## config.mk

```make
export PLATFORM = sky130hd
export DESIGN_NAME = lab2_proc_int_mul_iter
export DESIGN_NICKNAME = d
export VERILOG_FILES = /design/src/rtl/lab2_proc_imul_pkg.sv /design/src/rtl/lab2_proc_int_mul_iter_dpath.sv /design/src/rtl/lab2_proc_int_mul_iter.sv
export SDC_FILE = /design/constraint.sdc
export NUM_CORES = 1
export LEC_CHECK = 0
export CAP_MARGIN = 20
export CORE_AREA = 8 8 117 119
export CTS_BUF_LIST = sky130_fd_sc_hd__clkbuf_16
export DETAILED_ROUTE_END_ITERATION = 10
export DIE_AREA = 0 0 125 127
export PLACE_DENSITY = 0.84
export SETUP_SLACK_MARGIN = 0.05
export SLEW_MARGIN = 5
export SYNTH_ARGS = -nofsm -noshare
export SYNTH_HDL_FRONTEND = slang
export SYNTH_SLANG_ARGS = --single-unit
export TNS_END_PERCENT = 10
```

## constraint.sdc

```tcl
create_clock -name clk -period 4.3 [get_ports clk]
set_clock_uncertainty 0.05 [all_clocks]
set_input_delay 1.075 -clock clk [delete_from_list [all_inputs] [get_ports clk]]
set_output_delay 1.075 -clock clk [all_outputs]
set_load 0.05 [all_outputs]
```

## src/rtl/lab2_proc_imul_pkg.sv

```systemverilog
// Shared types and message-field layout for the iterative integer multiplier.
// The default operand width matches the 32-bit processor datapath.
package lab2_proc_imul_pkg;

    localparam int IMUL_NBITS = 32;

    // Request message is {a, b} with a in the upper half.
    localparam int A_MSB = 2*IMUL_NBITS - 1;
    localparam int A_LSB = IMUL_NBITS;
    localparam int B_MSB = IMUL_NBITS - 1;
    localparam int B_LSB = 0;

    typedef enum logic [1:0] {
        IDLE = 2'd0,
        CALC = 2'd1,
        DONE = 2'd2
    } imul_state_t;

endpackage

```

## src/rtl/lab2_proc_int_mul_iter_dpath.sv

```systemverilog
// Datapath of the shift-add multiplier: operand shift registers and the
// wrapping result accumulator.
module lab2_proc_int_mul_iter_dpath
    import lab2_proc_imul_pkg::*;
#(
    parameter int p_nbits = IMUL_NBITS
) (
    input  logic               clk,
    input  logic               reset,
    input  logic [p_nbits-1:0] a_in,
    input  logic [p_nbits-1:0] b_in,
    input  logic               load,
    input  logic               calc_en,
    input  logic               add_en,
    output logic               b_lsb,
    output logic [p_nbits-1:0] result
);

    logic [p_nbits-1:0] a_reg;
    logic [p_nbits-1:0] b_reg;

    assign b_lsb = b_reg[0];

    always_ff @(posedge clk or posedge reset) begin
        if (reset) begin
            a_reg  <= '0;
            b_reg  <= '0;
            result <= '0;
        end else if (load) begin
            a_reg  <= a_in;
            b_reg  <= b_in;
            result <= '0;
        end else if (calc_en) begin
            // Sum is truncated to p_nbits, giving the low half of a*b
            // for both signed and unsigned operands.
            if (add_en) begin
                result <= result + a_reg;
            end
            a_reg <= a_reg << 1;
            b_reg <= b_reg >> 1;
        end
    end

endmodule

```

## src/rtl/lab2_proc_int_mul_iter.sv

```systemverilog
// Iterative shift-add multiplier for the MUL instruction: fixed p_nbits-cycle
// computation between a val/rdy request stream and a val/rdy response stream.
module lab2_proc_int_mul_iter
    import lab2_proc_imul_pkg::*;
#(
    parameter int p_nbits = IMUL_NBITS
) (
    input  logic                 clk,
    input  logic                 reset,
    input  logic                 istream_val,
    output logic                 istream_rdy,
    input  logic [2*p_nbits-1:0] istream_msg,
    output logic                 ostream_val,
    input  logic                 ostream_rdy,
    output logic [p_nbits-1:0]   ostream_msg
);

    localparam int CW = $clog2(p_nbits) + 1;
    localparam logic [CW-1:0] LAST_COUNT = CW'(p_nbits - 1);

    imul_state_t        state;
    logic [CW-1:0]      count;
    logic [p_nbits-1:0] a_in;
    logic [p_nbits-1:0] b_in;
    logic               load;
    logic               calc_en;
    logic               add_en;
    logic               done;
    logic               b_lsb;

    if (p_nbits == IMUL_NBITS) begin : g_msg_default
        assign a_in = istream_msg[A_MSB:A_LSB];
        assign b_in = istream_msg[B_MSB:B_LSB];
    end else begin : g_msg_sized
        assign a_in = istream_msg[2*p_nbits-1:p_nbits];
        assign b_in = istream_msg[p_nbits-1:0];
    end

    // istream_rdy is only high in IDLE, so this is the request transfer;
    // it also keeps an X message from loading while istream_val is low.
    assign load    = istream_val && istream_rdy;
    assign calc_en = (state == CALC);
    assign add_en  = calc_en && b_lsb;
    assign done    = calc_en && (count == LAST_COUNT);

    // Handshake outputs are registered alongside the state so both are low
    // while reset is held and never depend on the input valid.
    // NOTE: state registers use non-blocking assignments so every register
    // samples the pre-edge values; blocking here would create ordering races.
    always_ff @(posedge clk or posedge reset) begin
        if (reset) begin
            state       <= IDLE;
            count       <= '0;
            istream_rdy <= 1'b0;
            ostream_val <= 1'b0;
        end else begin
            case (state)
                IDLE: begin
                    istream_rdy <= 1'b1;
                    if (load) begin
                        state       <= CALC;
                        count       <= '0;
                        istream_rdy <= 1'b0;
                    end
                end
                CALC: begin
                    count <= count + CW'(1);
                    if (done) begin
                        state       <= DONE;
                        ostream_val <= 1'b1;
                    end
                end
                DONE: begin
                    if (ostream_rdy) begin
                        state       <= IDLE;
                        ostream_val <= 1'b0;
                        istream_rdy <= 1'b1;
                    end
                end
                default: begin
                    state       <= IDLE;
                    istream_rdy <= 1'b0;
                    ostream_val <= 1'b0;
                end
            endcase
        end
    end

    lab2_proc_int_mul_iter_dpath #(
        .p_nbits (p_nbits)
    ) u_dpath (
        .clk     (clk),
        .reset   (reset),
        .a_in    (a_in),
        .b_in    (b_in),
        .load    (load),
        .calc_en (calc_en),
        .add_en  (add_en),
        .b_lsb   (b_lsb),
        .result  (ostream_msg)
    );

endmodule

```

==> metrics <==
clock tree buffer depth=2; Final Max Tran Viols=0; Hold Crit Endpoint=u_dpath.b_reg[31]; vias in the first global route=5480; number of synthesized flops with an enable pin=0; peak supply drop=0.0004646 V; number of synthesized register bits=about 110; buffers added on ports=slightly above 100; Worst-Margin Slew=782.0 ps; Die X=~130 um; CP cell instances=ha_1 > and3_1 > and3_1 > a311o_1 > a2111oi_2 > o31ai_2 > xnor2_1 > or3_1 > a21oi_1; Post-synth top flop=dfrtp_1; worst min path class=reg -> reg; first-pass GRT wire length=26730 um; Vert. Die Dim=roughly 130 um; gpl congestion=0.8837; most frequent cells in the layout=nand2_1, dfrtp_1, clkdlybuf4s50_1; largest net degree at the start of global routing=approximately 80; All-Layer GR Usage=between 20% and 30%; Hold Violations, Final=0; TritonCTS Buffers=9; CP Launch Type=register; Final #Nets=between 900 and 1000; CTS resizes=0; FF-to-FF setup slack=1320 ps; Cell Area, Placed=7295 um2; HPWL after DPL=approximately 11000 um; R2R Path Start=u_dpath.result[10]; CP Capture Type=register; distinct cell type count after synthesis=between 50 and 60; layout cells sized above 1=4.270%; Total Routed Length=between 15000 and 20000 um; crit path max-delay cell type=a2111oi_2; Critical Path RT=approximately 4500 ps; Final Power=roughly 7.4 mW; CP delay by family, top=compound AO/OA/AOI/OAI gates; status=finished clean; syn_area_per_cell=approximately 8.1 um2; Synth Net Count=867; Post-Syn Instances=766; ys async rst share=100.0%; clock sinks=between 100 and 150; drt pass-1 iters=6; final hold slack=roughly 460 ps; Clk pin slew, worst setup/hold paths=around 70 ps; crit-path most repeated cell=and3_1; CTS root buf=clkbuf_16; synth top area cells=dfrtp_1, nand2_1, ha_1; DR DRC count=0; layout overhead on the synthesized area=22.92%; mapped cell area=~6200 um2; initial antenna violation count=0; CTS tree=done; Final Cell Area=7629 um2; worst hold path startpoint=u_dpath.b_reg[31]; die area=about 16000 um2; Synth top area share=between 40% and 50%; P per Cell Area=between 900 and 1000 nW/um2; most common cell after layout, fill and taps aside=nand2_1; final period utilization=just under 70%; WP buf/inv=0; Critical Setup Path Class=reg -> reg; Clk Latency, worst-skew pair=360 ps; # rows=40; Worst R2R End=u_dpath.result[31]; H-tree levels=3; n_diodes=0; R2R cell count=9; Final Setup Violations=0; sequential fraction of the synthesis area=42.74%; post-route ant nets=0; Avg WL per Cell=~16 um; fin crit period=roughly 3000 ps; 1st-iter DRT viols=~420; hold_buf cts=0; Crit path largest cell delay=about 500 ps; Via density=between 5 and 6; Yosys warning total=0; Arrival @ worst endpoint=~3200 ps; area of the core=11810 um2; CP max FO=7; GRT Residual Overflow=0; Initial Util=a little over half; total number of vias=between 5000 and 6000; setup tns final=0 ps; worst hold path cell count=1; relative max-transition margin=around 48%; total of max-cap violations=0; setup repair bufs after CTS=0; top-level port count=102; Fmax achieved=roughly 340 MHz; RSZ-0062 raised after global routing=no; leakage dissipation=around 3.4 nW; Synth area leader=dfrtp_1
[cells in the mapped netlist, types with 7 or more instances]
master,number
dfrtp_1,106
a21oi_1,58
nor2_1,94
nand2_1,197
ha_1,32
xnor2_1,14
a21o_1,18
nor3_1,8
a31oi_1,63
a211oi_1,7
nand3_1,10
xor2_1,8
inv_1,10
o21ai_0,24
clkbuf_1,39
[cells by family after synthesis]
logic type | count (synthesis) | share of synthesized area (%)
and+or+nand+nor | 341 | 22.48
AOI/OAI and AO/OA | 202 | 20.54
DFF | 106 | 42.74
buffers and inverters | 58 | 3.689
adders and majority gates | 33 | 6.774
xor gates and xnor gates | 22 | 3.105
muxes | 4 | 0.6653
[layer usage]
layer | routed length, um | track usage [%]
met1 | 7065 | 25.30
met2 | 7460 | 33.78
met4 | 251 | 5.444
met5 | 0 | 0
met3 | 956 | 5.366
[worst reg2reg max path: cells and delay by family (launching register included)]
family,cells,cell delay [ps]
XOR/XNOR,1,150
AO/OA/AOI/OAI,4,1180
adder cells (fa/ha/maj),1,400
flip-flops,1,400
AND/OR/NAND/NOR,3,750
[power by group]
| group | internal (mW) | total [mW] | switching [mW] |
|---|---|---|---|
| registers | 1.51 | 1.90 | 0.395 |
| logic | 1.81 | 4.63 | 2.82 |
| clock network | 0.511 | 0.897 | 0.386 |
[metrics by stage]
step	std cells	setup WS (ps)	utilization, %
finish	990	1316	64.59
global route	990	1109	64.59
CTS	989	1319	64.46
detailed placement	973	1298	61.76
global placement	973	1376	61.76
floorplan	766	386.1	-
[layout make-up]
class / count / area, um2
fillers: 1014 / 4183
repair buffers: 109 / 1091
flip-flops and latches: 106 / 2653
well taps: 147 / 183.9
inverters: 10 / 40.04
multi-input cells: 602 / 3342
clock buffers: 9 / 225.2
clock inverters: 7 / 93.84
[worst max path at each step]
| stage | from | to | slack, ps | depth (start not counted) |
|---|---|---|---|---|
| floorplan | reset | count[0] | 390 | 1 |
| global placement | istream_val | count[0] | 1380 | 6 |
| detailed placement | istream_val | u_dpath.b_reg[4] | 1300 | 5 |
| CTS | u_dpath.result[1] | u_dpath.result[31] | 1320 | 9 |
| global route | u_dpath.a_reg[0] | u_dpath.result[26] | 1110 | 12 |
| finish | u_dpath.result[10] | u_dpath.result[31] | 1320 | 9 |
Power figures use the tool's default switching activity.
==> edit: new RTL, config.mk and constraints unchanged <==
Change the package constant `IMUL_NBITS` from 32 to 16.
--- a/src/rtl/lab2_proc_imul_pkg.sv
+++ b/src/rtl/lab2_proc_imul_pkg.sv
@@ -2,7 +2,7 @@
 // The default operand width matches the 32-bit processor datapath.
 package lab2_proc_imul_pkg;
 
-    localparam int IMUL_NBITS = 32;
+    localparam int IMUL_NBITS = 16;
 
     // Request message is {a, b} with a in the upper half.
     localparam int A_MSB = 2*IMUL_NBITS - 1;
Interface: changed (resized istream_msg and ostream_msg); port bits go from 102 to 54. The function was not compared with the original's and may differ.
==> edit against the original RTL <==
First-iteration DRC count is 62% lower; sequential power is 46% lower; sequential cell count is 49 lower; highest routed layer unchanged; cell area is 46% lower; register-to-register slack better by 0.36 ns; setup slack better by 0.27 ns; sequential share of layout area is 0.32 points lower; total power is 50% lower; combinational power is 55% lower; area after synthesis is 48% lower; routed wire length is 44% lower; fmax is 9.9% higher.
==> edit: results (changes against the original RTL) <==
[outcome]
outcome = complete, no violations  ; unchanged

[clock_network]
clk_latency_ns = 0.32  ; was 0.36 ns
path_clk_slew_ns = 0.05  ; was 0.07 ns

[place]
dp_hpwl_um = 6300  ; was 11000 um
gp_congestion = 0.860  ; was 0.884
dpl_worst_slack_ns = 1.38  ; was 1.30 ns
numPortBuffers = 53  ; was 101

[worst_setup_path]
crit_end = istream_rdy  ; was u_dpath.result[31]$_DFFE_PP0P_
r2r_slack_ns = 1.68  ; was 1.32 ns
crit_start = istream_rdy$_DFFE_PP0P_  ; was u_dpath.result[10]$_DFFE_PP0P_
reg2reg_from = state[0]$_DFFE_PP0P_  ; was u_dpath.result[10]$_DFFE_PP0P_
cp_slowest_cell = clkdlybuf4s50_1  ; was a2111oi_2
cp_max_fo = 5  ; was 7
crit_family = buffers and inverters  ; was compound AO/OA/AOI/OAI gates
cp.arrival_ns = 1.59  ; was 3.22 ns

[pwr]
switching_share_pct = 46.3  ; was 48.4%
power.leakage_nw = 1.78  ; was 3.41 nW
pg_seq_mw = 1.02  ; was 1.90 mW
power_density_nw_per_um2 = 900  ; was 974 nW/um^2

[hold_path]
min_path_cells = 2  ; was 1
min-delay-start = ostream_val$_DFFE_PP0P_  ; was u_dpath.b_reg[31]$_DFFE_PP0P_
hold-path-endpoint = ostream_val$_DFFE_PP0P_  ; was u_dpath.b_reg[31]$_DFFE_PP0P_

[timing]
worstMarginPinSlew_ns = 0.718  ; was 0.782 ns
fin_crit_ns = 2.72  ; was 2.98 ns

[cells_and_area]
nNetsFinal = 476  ; was 939
drive_gt1_share_pct = 7.75  ; was 4.27%

[logic_synthesis]
seq_area_frac_synth_pct = 44.0  ; was 42.7%
synthCells = 375  ; was 766
synth_top_cells_by_count = nand2_1, dfrtp_1, nor2_1  ; unchanged
synth_cell_types = 49  ; was 56

[grt]
gr-usage-met3_pct = 4.20  ; was 5.37%
grt_pass1_wl_um = 14300  ; was 26700 um
grt.total_usage_pct = 11.1  ; was 20.2%
grt_use_met2_pct = 18.5  ; was 33.8%
use_met1_pct = 12.7  ; was 25.3%

[detailed_routing]
wl_met1_um = 3820  ; was 7070 um
wirelength_um = 8740  ; was 15700 um
wl_met2_um = 4180  ; was 7460 um
drtIter0Drc = 158  ; was 421

[edit: cell types whose count changed after synthesis, sizes merged, moves of 5 or more]
cell / unedited run / this run
a21oi: 58 / 20
a31oi: 63 / 32
nor2: 94 / 49
xor2: 8 / 2
xnor2: 14 / 6
clkbuf: 39 / 16
o21bai: 5 / 0
ha: 32 / 17
a21o: 18 / 3
nand2: 198 / 86
dfrtp: 106 / 57
[edit: logic make-up after synthesis]
| logic type | Yosys count | synth area share, % |
|---|---|---|
| compound gates | 96 | 19.2 |
| xor+xnor | 8 | 2.16 |
| fa+ha+maj | 18 | 7.18 |
| buf+inv | 29 | 4.21 |
| flops | 57 | 44.0 |
| mux | 3 | 1.00 |
| simple gates | 164 | 22.3 |
[edit: layout make-up]
type | instances | area, sq um
tap | 147 | 184
timing repair buffer | 57 | 568
fill | 1183 | 7670
clock inverter | 6 | 26.3
clock buffer | 9 | 225
sequential | 57 | 1430
inverter | 8 | 30.0
multi-input combinational | 289 | 1680
